### src/rtl/regfile_clr.sv
// Byte-maskable register file with two combinational read ports, one write port,
// write-to-read bypass, and a hardware clear sequencer that zeroes every entry.
module regfile_clr #(
  parameter int DATA_W   = 32,
  parameter int ADDR_W   = 5,
  parameter int ZERO_REG = 1
) (
  input  logic                clock,
  input  logic                reset_,
  input  logic                clearReq,
  input  logic                regWrite,
  input  logic [DATA_W/8-1:0] writeMask,
  input  logic [ADDR_W-1:0]   regDest,
  input  logic [DATA_W-1:0]   writeData,
  input  logic [ADDR_W-1:0]   readReg1,
  input  logic [ADDR_W-1:0]   readReg2,
  output logic [DATA_W-1:0]   readData1,
  output logic [DATA_W-1:0]   readData2,
  output logic                ready,
  output logic                clearing
);

  localparam int NB    = DATA_W / 8;
  localparam int DEPTH = 1 << ADDR_W;
  localparam logic [ADDR_W-1:0] LAST_ADDR = '1;

  typedef enum logic {
    ST_CLEAR = 1'b0,
    ST_RUN   = 1'b1
  } state_t;

  state_t              state_q, state_d;
  logic [ADDR_W-1:0]   clr_addr_q, clr_addr_d;
  logic [DATA_W-1:0]   mem_q [DEPTH];

  logic                run;
  logic                wr_fire;
  logic                mem_we;
  logic [ADDR_W-1:0]   mem_waddr;
  logic [DATA_W-1:0]   mem_wdata;

  function automatic logic [DATA_W-1:0] byte_merge(
    input logic [DATA_W-1:0] old_w,
    input logic [DATA_W-1:0] new_w,
    input logic [NB-1:0]     be
  );
    logic [DATA_W-1:0] res;
    res = old_w;
    for (int i = 0; i < NB; i++) begin
      if (be[i]) res[8*i +: 8] = new_w[8*i +: 8];
    end
    return res;
  endfunction

  function automatic logic is_zero_reg(input logic [ADDR_W-1:0] addr);
    return (ZERO_REG != 0) && (addr == '0);
  endfunction

  // Read mux: CLEAR forces zero; an in-flight write to the same entry is merged in.
  function automatic logic [DATA_W-1:0] read_port(
    input logic [ADDR_W-1:0] addr,
    input logic              run_i,
    input logic              fire_i,
    input logic [ADDR_W-1:0] dest_i,
    input logic [DATA_W-1:0] wdata_i,
    input logic [NB-1:0]     wmask_i,
    input logic [DATA_W-1:0] stored_i
  );
    logic [DATA_W-1:0] res;
    res = stored_i;
    if (!run_i || is_zero_reg(addr)) begin
      res = '0;
    end else if (fire_i && (dest_i == addr)) begin
      res = byte_merge(stored_i, wdata_i, wmask_i);
    end
    return res;
  endfunction

  always_comb begin
    run       = (state_q == ST_RUN);
    wr_fire   = run && regWrite && !clearReq;
    state_d   = state_q;
    clr_addr_d = clr_addr_q;
    mem_we    = 1'b0;
    mem_waddr = regDest;
    mem_wdata = byte_merge(mem_q[regDest], writeData, writeMask);

    if (state_q == ST_CLEAR) begin
      mem_we     = 1'b1;
      mem_waddr  = clr_addr_q;
      mem_wdata  = '0;
      clr_addr_d = clr_addr_q + 1'b1;
      if (clr_addr_q == LAST_ADDR) state_d = ST_RUN;
    end else if (clearReq) begin
      state_d    = ST_CLEAR;
      clr_addr_d = '0;
    end else if (wr_fire && !is_zero_reg(regDest)) begin
      mem_we = 1'b1;
    end
  end

  always_comb begin
    readData1 = read_port(readReg1, run, wr_fire, regDest, writeData, writeMask, mem_q[readReg1]);
    readData2 = read_port(readReg2, run, wr_fire, regDest, writeData, writeMask, mem_q[readReg2]);
  end

  always_ff @(posedge clock or negedge reset_) begin
    if (!reset_) begin
      state_q    <= ST_CLEAR;
      clr_addr_q <= '0;
    end else begin
      state_q    <= state_d;
      clr_addr_q <= clr_addr_d;
    end
  end

  // Storage carries no reset; the clear sequencer is what zeroes it.
  always_ff @(posedge clock) begin
    if (mem_we) mem_q[mem_waddr] <= mem_wdata;
  end

  assign ready    = (state_q == ST_RUN);
  assign clearing = (state_q == ST_CLEAR);

endmodule

### config.mk
export PLATFORM = sky130hd
export DESIGN_NAME = regfile_clr
export DESIGN_NICKNAME = d
export VERILOG_FILES = /design/src/rtl/regfile_clr.sv
export SDC_FILE = /design/constraint.sdc
export NUM_CORES = 1
export LEC_CHECK = 0
export CAP_MARGIN = 20
export CORE_ASPECT_RATIO = 1.1
export CORE_MARGIN = 2
export CORE_UTILIZATION = 50
export CTS_CLUSTER_SIZE = 16
export DETAILED_ROUTE_END_ITERATION = 8
export PLACE_DENSITY = 0.66
export SLEW_MARGIN = 20
export SYNTH_ARGS = -nofsm -noshare
export SYNTH_HDL_FRONTEND = slang
export SYNTH_SLANG_ARGS = --single-unit
### constraint.sdc
create_clock -name clock -period 8.1 [get_ports clock]
set_input_delay 1.62 -clock clock [delete_from_list [all_inputs] [get_ports clock]]
set_output_delay 1.62 -clock clock [all_outputs]
set_load 0.02 [all_outputs]
==> flow_summary.toml <==
[timing]
timing.fmax_ghz = 0.1416
period_share_pct = 87.20
finalMaxSlewViolations = 0
fin_setup_tns_ns = 0
rsz0062_at_grt = "false"
hold_viol_final = 0
worst_slew_pin_slew_ns = 1.145
layout_min_cycle_time_ns = 7.063
setup_violations = 0
relSlewSlack_pct = 23.64
fin_skew_ns = 0.03503

[clock_tree]
insertion_delay_ns = 0.74
cts.clk_slew.worst_paths_ns = 0.06
clockBufferDepth = 3
cts_buffers = 109
h-tree-depth = 3
postCtsSetupBuffers = 0
cts_tree = "done"
cts_num_sinks = 1030
cts_root_buf = "clkbuf_16"
ctsHoldBuffers = 0
ctsResizeCount = 0

[floorplan]
die-height_um = 356.6
io_pins = 121
die_x_um = 324.5
die_area_mm2 = 0.1157
start_util_pct = 50.30
core_mm2 = 0.1123
rows = 129

[setup_path]
worstPathCellList = "clkdlybuf4s50_1, nand3b_1, or4_1, nor3_4, a2111oi_0, a211o_1, clkdlybuf4s50_1"
cpLargestDelayFamily = "simple AND/OR/NAND/NOR gates"
worst_setup_path_end_kind = "output port"
crit_fanout = 16
start_kind = "input port"
critPathRequiredTime_ns = 6.48
path_buf_inv = 2
max_stage_delay_ns = 0.94
crit_arrival_ns = 5.44
critical_path_class = "input port to output port"
path_common_cell = "clkdlybuf4s50_1"
crit_slowest_cell = "nor3_4"

[global_route]
grt_pass1_vias = 38295
antenna_found_initial = 7
grt_start_max_net_pins = 71
grt_remaining_overflow = 0
grt_use_total_pct = 35.20
grt_first_pass_wirelength_um = 287300

[run]
max_cap_violations = 0

[yosys]
muxShareOfSynthArea_pct = 32.68
avgSynthCellArea_um2 = 18.02
async_flop_share_pct = 0.5825
synth-main-ff-cell = "edfxtp_1"
syn_inst = 3136
synth-edff-count = 1024
ys_top_cells_by_count = "edfxtp_1, mux4_2, mux2i_1"
synth_top_family_by_area = "multiplexers"
synth-simple-area-share_pct = 3.492
syn_nets = 3193
synth.ff_latch_count = 1030
synth_most_common_cell = "edfxtp_1"
synth_warnings = 0
syn_area_mm2 = 0.05651
yosysUniqueCellTypes = 66
yosys.area_share.adder_pct = 0.04429
seq_area_frac_synth_pct = 54.68
synthXorXnorAreaFrac_pct = 0.1860
synth_top_area_cell = "edfxtp_1"
synth_area_leaders = "edfxtp_1, mux4_2, mux2i_1"
netlist.area_leader.share_pct = 54.42
synth-compound-area-share_pct = 6.381

[worst_hold_path]
worstHoldPathType = "flip-flop to flip-flop"

[route]
post-route-drc-count = 0
wl_per_cell_um = 42.01
drtPass1Iterations = 8
wl_um = 202800
vias_per_cell = 7.773
num_vias = 37519
antenna_left = 0
first_iter_violations = 6118

[power]
ir_drop_v = 0.0002094
p_leak_uw = 0.02044
powerDensity_mw_per_mm2 = 252.0

[place]
gp_congestion = 0.8925
io_buffer_count = 120
dp.cells = 4619
dp_hpwl_um = 120700

[status]
status = "completed"

[finish]
final_cells = 4827
layout.nets = 3282
drive_above_1_share_pct = 34.13
syn2layout_area_growth_pct = 12.38
through the flow:
stage | hold slack, ns | instance area, µm² | power, µW | utilization [%] | worst slack (ns)
finish | 0.6140 | 63500 | 16000 | 56.53 | 1.037
global route | 0.6438 | 63500 | 16360 | 56.53 | 0.9321
CTS | 0.5983 | 63490 | 15920 | 56.52 | 1.138
detailed placement | 0.5842 | 59830 | 10810 | 53.26 | 1.146
global placement | 0.5707 | 59720 | 10640 | 53.16 | 1.162
floorplan | 0.5107 | 56510 | 9192 | - | 2.823
state kept, by name, summed over array words and instances (netlist names):
signal      count
ready           1
mem_q        1024
clr_addr_q      5
cells in the final DEF (no fill, tap or decap), drive strengths merged, types with 6 or more instances in the layout:
| cell | n |
|---|---|
| a2111oi | 16 |
| a211o | 25 |
| a211oi | 53 |
| a21oi | 59 |
| a221o | 14 |
| a22o | 25 |
| a22oi | 144 |
| a32oi | 8 |
| and2 | 28 |
| and3 | 7 |
| buf | 162 |
| bufinv | 15 |
| clkbuf | 131 |
| clkdlybuf4s50 | 106 |
| clkinv | 52 |
| clkinvlp | 7 |
| dfrtp | 6 |
| edfxtp | 1024 |
| inv | 15 |
| mux2 | 7 |
| mux2i | 170 |
| mux4 | 741 |
| nand2 | 126 |
| nand2b | 9 |
| nand3 | 58 |
| nor2 | 62 |
| nor2b | 22 |
| nor3 | 22 |
| nor3b | 20 |
| nor4 | 14 |
| o21ai | 19 |
| o221ai | 46 |
| o22ai | 44 |
| xor2 | 9 |
power breakdown:
part	switching, µW	total (µW)	internal, µW
combinational	2270	3610	1340
clock	2170	5190	3020
sequential	409	7200	6790
total	4860	16000	11100
metal layers:
| layer | vias up | GRT usage (%) | part of all wire (%) | routed length, µm |
|---|---|---|---|---|
| li1 | 14042 | - | - | - |
| met1 | 19390 | 45.39 | 34 | 68270 |
| met2 | 3353 | 53.11 | 45 | 91370 |
| met3 | 724 | 11.44 | 15 | 29450 |
| met4 | 10 | 19.95 | 6.7 | 13630 |
| met5 | - | 0 | 0.032 | 65 |
logic make-up (layout without fill, tap and decap cells):
logic type	Yosys count	after routing
AOI/OAI and AO/OA	482	482
xor gates and xnor gates	12	12
adders and majority gates	2	2
buffers and inverters	304	488
DFF	1030	1030
muxes	918	918
other	0	1
and+or+nand+nor	388	388
area by class of cell:
class / instances / area (µm²)
well taps: 1506 / 1884
inverters: 14 / 55.05
flip-flops and latches: 1030 / 30900
multi-input cells: 1802 / 24490
clock inverters: 75 / 769.5
diodes: 1 / 2.502
repair buffers: 268 / 2510
clock buffers: 131 / 2895
fillers: 8443 / 48830
worst paths after layout:
| check | from | to | slack, ns | depth (start not counted) |
|---|---|---|---|---|
| worst max-delay path | clearReq | readData1[8] | 1.04 | 7 |
| worst min-delay path | clr_addr_q[4]$_DFFE_PN0P_ | clr_addr_q[4]$_DFFE_PN0P_ | 0.61 | 1 |
| worst max register to register | ready$_DFF_PN0_ | mem_q[25][2]$_DFFE_PP_ | 3.92 | 8 |
| worst min register to register | clr_addr_q[4]$_DFFE_PN0P_ | clr_addr_q[4]$_DFFE_PN0P_ | 0.61 | 1 |
| max in group asynchronous | reset_ | clr_addr_q[4]$_DFFE_PN0P_ | 6.74 | 1 |
| min in group asynchronous | reset_ | clr_addr_q[2]$_DFFE_PN0P_ | 1.13 | 1 |
No activity file was read; power rests on OpenSTA's default activity.
